### src/rtl/case_stream_ctrl.sv
// case_stream_ctrl
//   Streaming sequencer for the ASCII case-conversion datapath. Accepts
//   NUL-terminated byte strings on a valid/ready input. Each string gets a case
//   mode (pass/upper/lower/toggle), which is applied through one output
//   register. After each string the block reports the string length and the
//   number of converted characters.
//
//   Optional feature: define CASE_SKID_EN to insert a 2-entry skid buffer ahead
//   of the output register. With it, in_ready becomes a flop and no longer
//   depends combinationally on out_ready. Without it (default), in_ready is
//   combinational.
//
// Parameters
//   CNT_W         width of the saturating str_len / conv_cnt counters
//   MODE_DEFAULT  mode_reg value after reset (2'b01 = upper)
//
// Ports
//   clk, rst    rising-edge clock, asynchronous active-high reset
//   cfg_mode    00 pass, 01 upper, 10 lower, 11 toggle
//   cfg_load    write cfg_mode into mode_reg this cycle
//   in_valid    input byte valid
//   in_data     input byte (8'h00 terminates a string)
//   in_ready    input byte accepted when in_valid && in_ready
//   out_valid   output byte valid
//   out_data    converted output byte
//   out_ready   output byte consumed when out_valid && out_ready
//   str_done    one-cycle pulse after the terminating NUL is delivered
//   str_len     non-NUL byte count of the last completed string
//   conv_cnt    count of bytes changed by the mapping in the last string
//   busy        state != IDLE || out_valid
module case_stream_ctrl #(
  parameter int unsigned CNT_W        = 16,
  parameter logic [1:0]  MODE_DEFAULT = 2'b01
) (
  input  logic             clk,
  input  logic             rst,
  input  logic [1:0]       cfg_mode,
  input  logic             cfg_load,
  input  logic             in_valid,
  input  logic [7:0]       in_data,
  output logic             in_ready,
  output logic             out_valid,
  output logic [7:0]       out_data,
  input  logic             out_ready,
  output logic             str_done,
  output logic [CNT_W-1:0] str_len,
  output logic [CNT_W-1:0] conv_cnt,
  output logic             busy
);

  typedef enum logic [1:0] {
    IDLE,
    ACTIVE,
    DRAIN
  } state_t;

  localparam logic [CNT_W-1:0] CNT_ONE = CNT_W'(1);

  state_t           state;
  logic [1:0]       mode_reg;
  logic [1:0]       active_mode;
  logic [CNT_W-1:0] run_len;
  logic [CNT_W-1:0] run_conv;
  logic             out_last;   // byte held in the output register is the NUL

  logic [1:0] byte_mode;
  logic [7:0] in_conv;
  logic       in_nul;
  logic       in_changed;
  logic       accept;
  logic       last_hs;

  function automatic logic [7:0] case_map(input logic [1:0] m, input logic [7:0] b);
    logic is_lo;
    logic is_up;
    is_lo    = (b >= 8'h61) && (b <= 8'h7A);
    is_up    = (b >= 8'h41) && (b <= 8'h5A);
    case_map = b;
    if (m[0] && is_lo) case_map = b - 8'h20;
    if (m[1] && is_up) case_map = b + 8'h20;
  endfunction

  // The first byte of a string picks its mode. A cfg_load in that same cycle
  // is bypassed straight through, so the new mode is used for this string.
  always_comb begin
    if (state == IDLE) byte_mode = cfg_load ? cfg_mode : mode_reg;
    else               byte_mode = active_mode;
  end

  assign in_conv    = case_map(byte_mode, in_data);
  assign in_nul     = (in_data == 8'h00);
  assign in_changed = (in_conv != in_data);
  assign accept     = in_valid && in_ready;
  assign last_hs    = out_valid && out_ready && out_last;
  assign busy       = (state != IDLE) || out_valid;

  // Sequencer FSM, mode latching and string counters
  always_ff @(posedge clk or posedge rst) begin
    if (rst) begin
      state       <= IDLE;
      mode_reg    <= MODE_DEFAULT;
      active_mode <= MODE_DEFAULT;
      run_len     <= '0;
      run_conv    <= '0;
      str_done    <= 1'b0;
      str_len     <= '0;
      conv_cnt    <= '0;
    end else begin
      str_done <= 1'b0;
      if (cfg_load) mode_reg <= cfg_mode;

      case (state)
        IDLE: begin
          if (accept) begin
            active_mode <= byte_mode;
            state       <= in_nul ? DRAIN : ACTIVE;
          end
        end
        ACTIVE: begin
          if (accept && in_nul) state <= DRAIN;
        end
        DRAIN: begin
          if (last_hs) state <= IDLE;
        end
        default: state <= IDLE;
      endcase

      // No byte is accepted while draining, so these two branches never compete.
      if (last_hs) begin
        str_done <= 1'b1;
        str_len  <= run_len;
        conv_cnt <= run_conv;
        run_len  <= '0;
        run_conv <= '0;
      end else if (accept && !in_nul) begin
        if (run_len != '1) run_len <= run_len + CNT_ONE;
        if (in_changed && (run_conv != '1)) run_conv <= run_conv + CNT_ONE;
      end
    end
  end

`ifdef CASE_SKID_EN
  // Skid path: the output register is refilled from the buffer head when the
  // buffer is non-empty. Otherwise it loads the input directly, which keeps
  // the unstalled latency at one cycle.
  logic [1:0][8:0] skid_q;
  logic [1:0]      skid_cnt;
  logic [1:0]      skid_cnt_next;
  logic [1:0]      push_idx;
  logic            out_free;
  logic            pop;
  logic            bypass;
  logic            push;
  logic            drain_next;

  always_comb begin
    out_free   = !out_valid || out_ready;
    pop        = out_free && (skid_cnt != 2'd0);
    bypass     = out_free && (skid_cnt == 2'd0) && accept;
    push       = accept && !bypass;
    push_idx   = pop ? (skid_cnt - 2'd1) : skid_cnt;
    drain_next = ((state == DRAIN) && !last_hs) || (accept && in_nul);
    case ({push, pop})
      2'b10:   skid_cnt_next = skid_cnt + 2'd1;
      2'b01:   skid_cnt_next = skid_cnt - 2'd1;
      default: skid_cnt_next = skid_cnt;
    endcase
  end

  always_ff @(posedge clk or posedge rst) begin
    if (rst) begin
      out_valid <= 1'b0;
      out_data  <= '0;
      out_last  <= 1'b0;
      skid_q    <= '0;
      skid_cnt  <= '0;
      in_ready  <= 1'b1;
    end else begin
      if (pop) begin
        out_valid <= 1'b1;
        out_data  <= skid_q[0][7:0];
        out_last  <= skid_q[0][8];
      end else if (bypass) begin
        out_valid <= 1'b1;
        out_data  <= in_conv;
        out_last  <= in_nul;
      end else if (out_ready) begin
        out_valid <= 1'b0;
      end
      // Shift first; a simultaneous push into the vacated slot overrides it.
      if (pop) skid_q[0] <= skid_q[1];
      if (push) skid_q[push_idx[0]] <= {in_nul, in_conv};
      skid_cnt <= skid_cnt_next;
      in_ready <= (skid_cnt_next != 2'd2) && !drain_next;
    end
  end
`else
  assign in_ready = (state != DRAIN) && (!out_valid || out_ready);

  always_ff @(posedge clk or posedge rst) begin
    if (rst) begin
      out_valid <= 1'b0;
      out_data  <= '0;
      out_last  <= 1'b0;
    end else if (accept) begin
      out_valid <= 1'b1;
      out_data  <= in_conv;
      out_last  <= in_nul;
    end else if (out_ready) begin
      out_valid <= 1'b0;
    end
  end
`endif

endmodule
### config.mk
export PLATFORM = sky130hd
export DESIGN_NAME = case_stream_ctrl
export DESIGN_NICKNAME = d
export VERILOG_FILES = /design/src/rtl/case_stream_ctrl.sv
export SDC_FILE = /design/constraint.sdc
export NUM_CORES = 1
export LEC_CHECK = 0
export ABC_AREA = 1
export BUFFER_PORTS_ARGS = -buffer_cell sky130_fd_sc_hd__clkbuf_2
export CORE_MARGIN = 5
export CORE_UTILIZATION = 39
export CTS_CLUSTER_DIAMETER = 100
export DETAILED_ROUTE_END_ITERATION = 10
export HOLD_SLACK_MARGIN = 0.06
export SLEW_MARGIN = 20
export SYNTH_ARGS = -nofsm -noshare
export SYNTH_HDL_FRONTEND = slang
export SYNTH_SLANG_ARGS = --single-unit
### constraint.sdc
create_clock -name clk -period 4.2 [get_ports clk]
set_input_delay 0.84 -clock clk [delete_from_list [all_inputs] [get_ports clk]]
set_output_delay 0.84 -clock clk [all_outputs]
set_load 0.05 [all_outputs]
==> flow_summary.ini, run 1 <==
[global_route]
grt_usage_pct = 16.1
grt_pass1_vias = 3568
grt-ovfl-total = 0
antenna_found_initial = 0
grt_max_degree = 57
grt_first_pass_wirelength_um = 17100

[cells_and_area]
antenna_cells = 0
multi_input_area_um2 = 2060
design_area_um2 = 5090
nFillCells = 1107
area_growth_syn_to_layout_pct = 15.9
instances_no_fill = 737
drive_above_1_share_pct = 23.6
layout.nets = 613
final_common_cell = nand2_1
register_area_um2 = 2030
final_cell_mix = 152 x nand2_1, 79 x dfrtp_1, 58 x clkbuf_2

[die]
die_area_um2 = 13500
die_w_um = 116
start_util_pct = 40.1
die_height_um = 116
rows = 38
core_region_area_um2 = 10900
io_pins = 59

[synthesis]
ys_ff_latch = 81
syn_area_um2 = 4390
synth_edf_count = 0
synthMuxAreaShare_pct = 0
synth_cell_types = 34
synthAdderAreaFrac_pct = 1.42
synthCells = 536
yosys.area_share.simple_pct = 33.0
syn_nets = 556
synth-compound-area-share_pct = 7.98
async_reset_ff_share_pct = 100
synth-seq-area-share_pct = 46.2
synth_xor_area_share_pct = 4.39
ys_warn_count = 0
avgSynthCellArea_um2 = 8.19
ys.flop_type = dfrtp_1
synth_top_family_by_area = simple AND/OR/NAND/NOR gates

[cts]
hold_buffers = 0
clock_latency_ns = 0.34
cts_buffers = 9
cts_tree = built
cts_resized = 0
cts_setup_buffers = 0
path_clk_slew_ns = 0.06
h-tree-depth = 3
cts_root_buf = clkbuf_16
clockBufferDepth = 2
cts_sinks = 81

[sta]
setup_tns_ns = 0
fin_crit_ns = 2.30
holdWs_ns = 0.472
timing.final.crit_share_pct = 54.7
hold_viol = 0
relSlewSlack_pct = 52.3
max_freq_ghz = 0.435
postLayoutSetupSlackWorst_ns = 1.90
rsz0062_at_grt = no
slew_violations = 0
setup_viol = 0
clock_skew_ns = 0.00544
worst_pin_slew_ns = 0.716

[placed_design]
gp_congestion = 0.898
dp_hpwl_um = 7310
placedCellCount = 722
portBuffers = 58
place_ws_ns = 1.62
placed_area_um2 = 4790

[setup_path]
cp-end-kind = output port
critPathBufInv = 4
critPathTopFamily = buffers and inverters
worstSetupPathType = in2out
critPathMaxStageDelay_ns = 0.27
cp_data_arrival_time_ns = 1.46
startpoint_type = primary input
crit_slowest_cell = clkbuf_2
path_max_fanout = 2
required_ns = 3.36
path_cells = clkbuf_2 > inv_1 > nand2_1 > nand2_1 > inv_2 > clkbuf_2

[power_and_ir_drop]
leakagePower_uw = 0.00245
power_density_nw_per_um2 = 671
ir_worst_vdd_mv = 0.325

[route]
dr.first_iter.drc_count = 267
drt_wl_total_um = 10200
num_vias = 3656
final_antenna_net_count = 0
drt-wirelength-per-cell_um = 13.8
drc_errors = 0
vias_per_cell = 4.96
firstDrtPassIters = 4

[status]
status = finished clean

[job]
maxCapViolCount = 0

[worst_hold_path]
min_path_type = reg2reg
cells in the mapped netlist (2+ instances only):
cell type / instances / share of area [%]
inv_2: 13 / 1.1
buf_2: 4 / 0.46
nor3_2: 3 / 0.68
nand2_2: 10 / 1.4
o21ai_0: 40 / 4.6
o21ai_1: 3 / 0.34
nand2_4: 3 / 0.77
o31ai_1: 2 / 0.34
o21ai_2: 10 / 2.0
dfrtp_1: 79 / 45
nand4_1: 19 / 2.7
clkbuf_1: 9 / 0.77
nand2_8: 2 / 0.91
inv_1: 41 / 3.5
nor2_1: 42 / 3.6
nand3_2: 14 / 3.2
xor2_1: 20 / 4.0
a21oi_1: 5 / 0.57
dfstp_2: 2 / 1.2
nand3_1: 32 / 3.6
xnor2_1: 2 / 0.40
nor2_4: 2 / 0.51
nor3_1: 12 / 1.4
buf_6: 2 / 0.51
nand2_1: 152 / 13
ha_1: 5 / 1.4
report_power, final:
part	internal (µW)	leakage [µW]	total, µW	switching [µW]
combinational	342	0.00123	1380	1040
clock	488	0.000148	798	310
sequential	1030	0.00108	1230	210
through the flow:
stage | power (µW) | util [%]
after floorplan | 2320 | -
after global placement | 2620 | 43.8
after detailed placement | 2640 | 43.8
after CTS | 3450 | 46.5
after global routing | 3630 | 46.5
final | 3410 | 46.5
final cells by class:
| class | instances | area share, % |
|---|---|---|
| Clock inverter | 3 | 0.787 |
| Inverter | 55 | 4.16 |
| Sequential cell | 81 | 39.9 |
| Clock buffer | 12 | 5.04 |
| Multi-Input combinational cell | 384 | 40.4 |
| Tap cell | 140 | 3.44 |
| Timing Repair Buffer | 62 | 6.29 |
worst register-to-register path, cell delays in order, from the launching register on:
cell	delay, ns
dfrtp_1	0.40
inv_2	0.08
nor3_4	0.04
buf_4	0.22
inv_2	0.24
buf_4	0.49
nand3_1	0.15
o21ai_1	0.16
o21ai_0	0.12
worst paths after layout:
kind | start | cells after the start | end | slack [ns]
setup / recovery | out_ready | 6 | in_ready | 1.90
hold / removal | active_mode[0] | 2 | active_mode[0] | 0.47
setup reg to reg | out_valid | 8 | state[1] | 2.17
hold reg to reg | active_mode[0] | 2 | active_mode[0] | 0.47
max in group asynchronous | rst | 3 | conv_cnt[13] | 2.77
min in group asynchronous | rst | 2 | run_len[4] | 0.62
cell families (layout without fill, tap and decap cells):
group | count (synthesis) | after routing
AO/OA/AOI/OAI | 61 | 61
AND/OR/NAND/NOR | 296 | 296
adder cells (fa/ha/maj) | 5 | 5
XOR/XNOR | 22 | 22
flip-flops | 81 | 81
buffers and inverters | 71 | 132
routing by layer:
layer / wire length (µm) / global-route usage (%) / vias up
met5: 0 / 0 / -
met4: 250 / 7.89 / 0
met3: 347 / 3.06 / 22
met2: 4870 / 26.0 / 69
met1: 4690 / 20.6 / 1726
li1: - / - / 1839
(Power assumes the default switching activity.)
==> run 2: changes to the inputs <==
- ABC_AREA: 1 -> 0
- clock period: 4.2 -> 2.2 ns (I/O delays scaled with it)
==> flow_summary.ini, run 2 <==
[status]
status = finished clean

[global_route]
antenna_found_initial = 0
use_met2_pct = 25.7
grt_use_met3_pct = 3.52
grt_max_degree = 82
grt_pass1_vias = 3213
grtUsageMet1_pct = 20.6
grt_usage_pct = 15.8
grt_first_pass_wirelength_um = 15100
grt-ovfl-total = 0
grt_busiest_layer = met2

[power_and_ir_drop]
power_density_nw_per_um2 = 573
power_frac_comb_pct = 3.6
leakagePower_uw = 0.00247
p_sw_uw = 618
intPower_uw = 2160
swShare_pct = 22.2
p_seq_share_pct = 53.7
ir_worst_vdd_mv = 0.310
clockPowerShare_pct = 42.7

[placed_design]
placed_area_um2 = 4600
gp_congestion = 0.883
dp_hpwl_um = 6130
place_ws_ns = -0.204
portBuffers = 58

[cts]
cts_buffers = 9
path_clk_slew_ns = 0.09
cts_sinks = 81
clockBufferDepth = 2
clock_latency_ns = 0.36
cts_root_buf = clkbuf_8
h-tree-depth = 3
cts_tree = built

[route]
drc_errors = 0
vias_per_cell = 5.04
drt_wl_total_um = 9000
drt-wirelength-per-cell_um = 13.8
num_vias = 3288
dr.first_iter.drc_count = 103
final_antenna_net_count = 0
firstDrtPassIters = 4

[sta]
postLayoutSetupSlackWorst_ns = 0.0604
fin_crit_ns = 2.14
setup_viol = 0
hold_viol = 0
setup_tns_ns = 0
relSlewSlack_pct = 68.1
clock_skew_ns = 0.0109
slew_violations = 0
timing.final.crit_share_pct = 97.3
worst_pin_slew_ns = 0.478
max_freq_ghz = 0.467
rsz0062_at_grt = no

[cells_and_area]
antenna_cells = 0
design_area_um2 = 4850
final_cell_mix = 131 x nand2_1, 77 x dfrtp_1, 58 x clkbuf_2
layout.nets = 535
nFillCells = 961
multi_input_area_um2 = 1790
final_common_cell = nand2_1
area_growth_syn_to_layout_pct = 25.4
drive_above_1_share_pct = 26.2
register_area_um2 = 2030

[setup_path]
cp-end-kind = flop
path_cells = mux2_2 > nand2_1 > a221oi_4 > a31oi_4 > buf_12 > or4_1 > a21oi_1
reg2reg_to = run_conv[13]
critPathMaxStageDelay_ns = 0.52
r2r_setup_slack_ns = 0.06
worstSetupPathType = reg2reg
reg2reg_depth = 7
crit_cells = 7
crit_slowest_cell = dfstp_2
path_max_fanout = 33
startpoint_type = flop
critPathTopFamily = simple AND/OR/NAND/NOR gates
cp_data_arrival_time_ns = 2.42
critPathBufInv = 1
required_ns = 2.48
reg2reg_from = mode_reg[0]

[die]
die_height_um = 110
io_pins = 59
die_area_um2 = 12000
core_region_area_um2 = 9730
die_w_um = 110
start_util_pct = 39.8
rows = 36

[synthesis]
synth-seq-area-share_pct = 52.4
synthCells = 420
yosysTopAreaCell = dfrtp_1
ys_ff_latch = 81
ys_warn_count = 0
avgSynthCellArea_um2 = 9.22
synth_most_common_cell = nand2_1
yosys-top-cells-count = 131 x nand2_1, 79 x dfrtp_1, 27 x nor2_1
synth_cell_types = 50
syn_nets = 440
syn_area_um2 = 3870
ys.flop_type = dfrtp_1
synth_edf_count = 0
synth_top_area_share_pct = 51.1
yosys-top-cells-area = dfrtp_1 51%, nand2_1 13%, nor2_1 2.6%
async_reset_ff_share_pct = 100

[job]
maxCapViolCount = 0

[worst_hold_path]
min_path_type = in2async
run 2: cell types whose count changed after synthesis, moves of 12 or more:
cell | before | now
inv_1 | 41 | 5
inv_2 | 13 | 1
nand2_1 | 152 | 131
nand3_1 | 32 | 15
nand3_2 | 14 | 0
nor2_1 | 42 | 27
o21ai_0 | 40 | 4
or4_1 | 0 | 12
run 2: worst reg2reg max path: stages (launching register included):
cell	delay, ns
dfstp_2	0.52
mux2_2	0.17
nand2_1	0.10
a221oi_4	0.36
a31oi_4	0.06
buf_12	0.18
or4_1	0.52
a21oi_1	0.16
run 2: timing repair:
item	CTS	global route
hold buffers	0	0
gates resized for setup	1	8
setup buffers	0	0
pin swaps	0	0
endpoints found under the hold margin	0	0
setup endpoints to repair	8	17
run 2: power groups by stage:
stage	Sequential [µW]	Clock [µW]	Combinational (µW)
floorplan	1520	0	46.4
global placement	1520	0	98.3
detailed placement	1520	0	101
CTS	1490	1220	102
global route	1490	1280	113
finish	1490	1190	99.5
run 2: kinds of logic after synthesis:
group / synth area share [%]
buf+inv: 2.75
xor+xnor: 2.94
simple gates: 28.9
mux: 1.62
fa+ha+maj: 1.62
flops: 52.4
compound gates: 9.79
run 2: worst max-delay path by stage:
stage	endpoint	startpoint
final	run_conv[13]	mode_reg[0]
after global routing	run_conv[10]	mode_reg[0]
after detailed placement	run_conv[6]	in_data[0]
after global placement	run_conv[6]	in_data[1]
after CTS	run_len[13]	state[0]
after floorplan	run_conv[2]	in_data[1]
run 2: per-layer routing:
| metal | vias to the layer above | routed length (µm) |
|---|---|---|
| met3 | 15 | 260 |
| li1 | 1642 | - |
| met5 | - | 0 |
| met2 | 41 | 4360 |
| met1 | 1590 | 4210 |
| met4 | 0 | 166 |
run 2: layout make-up:
type	instances	area share [%]
clock inverter	5	1.68
clock buffer	10	2.63
inverter	7	0.619
multi-input combinational	316	36.8
sequential	81	41.9
tap	133	3.43
timing repair buffer	100	13.0
run 2: through the flow:
stage / hold slack [ns] / total power (µW) / cells / util [%]
after floorplan: 0.466 / 1570 / 420 / -
after CTS: 0.202 / 2820 / 652 / 49.4
after global placement: 0.457 / 1620 / 637 / 47.2
after detailed placement: 0.461 / 1620 / 637 / 47.2
final: 0.186 / 2780 / 652 / 49.9
after global routing: 0.231 / 2880 / 652 / 49.9
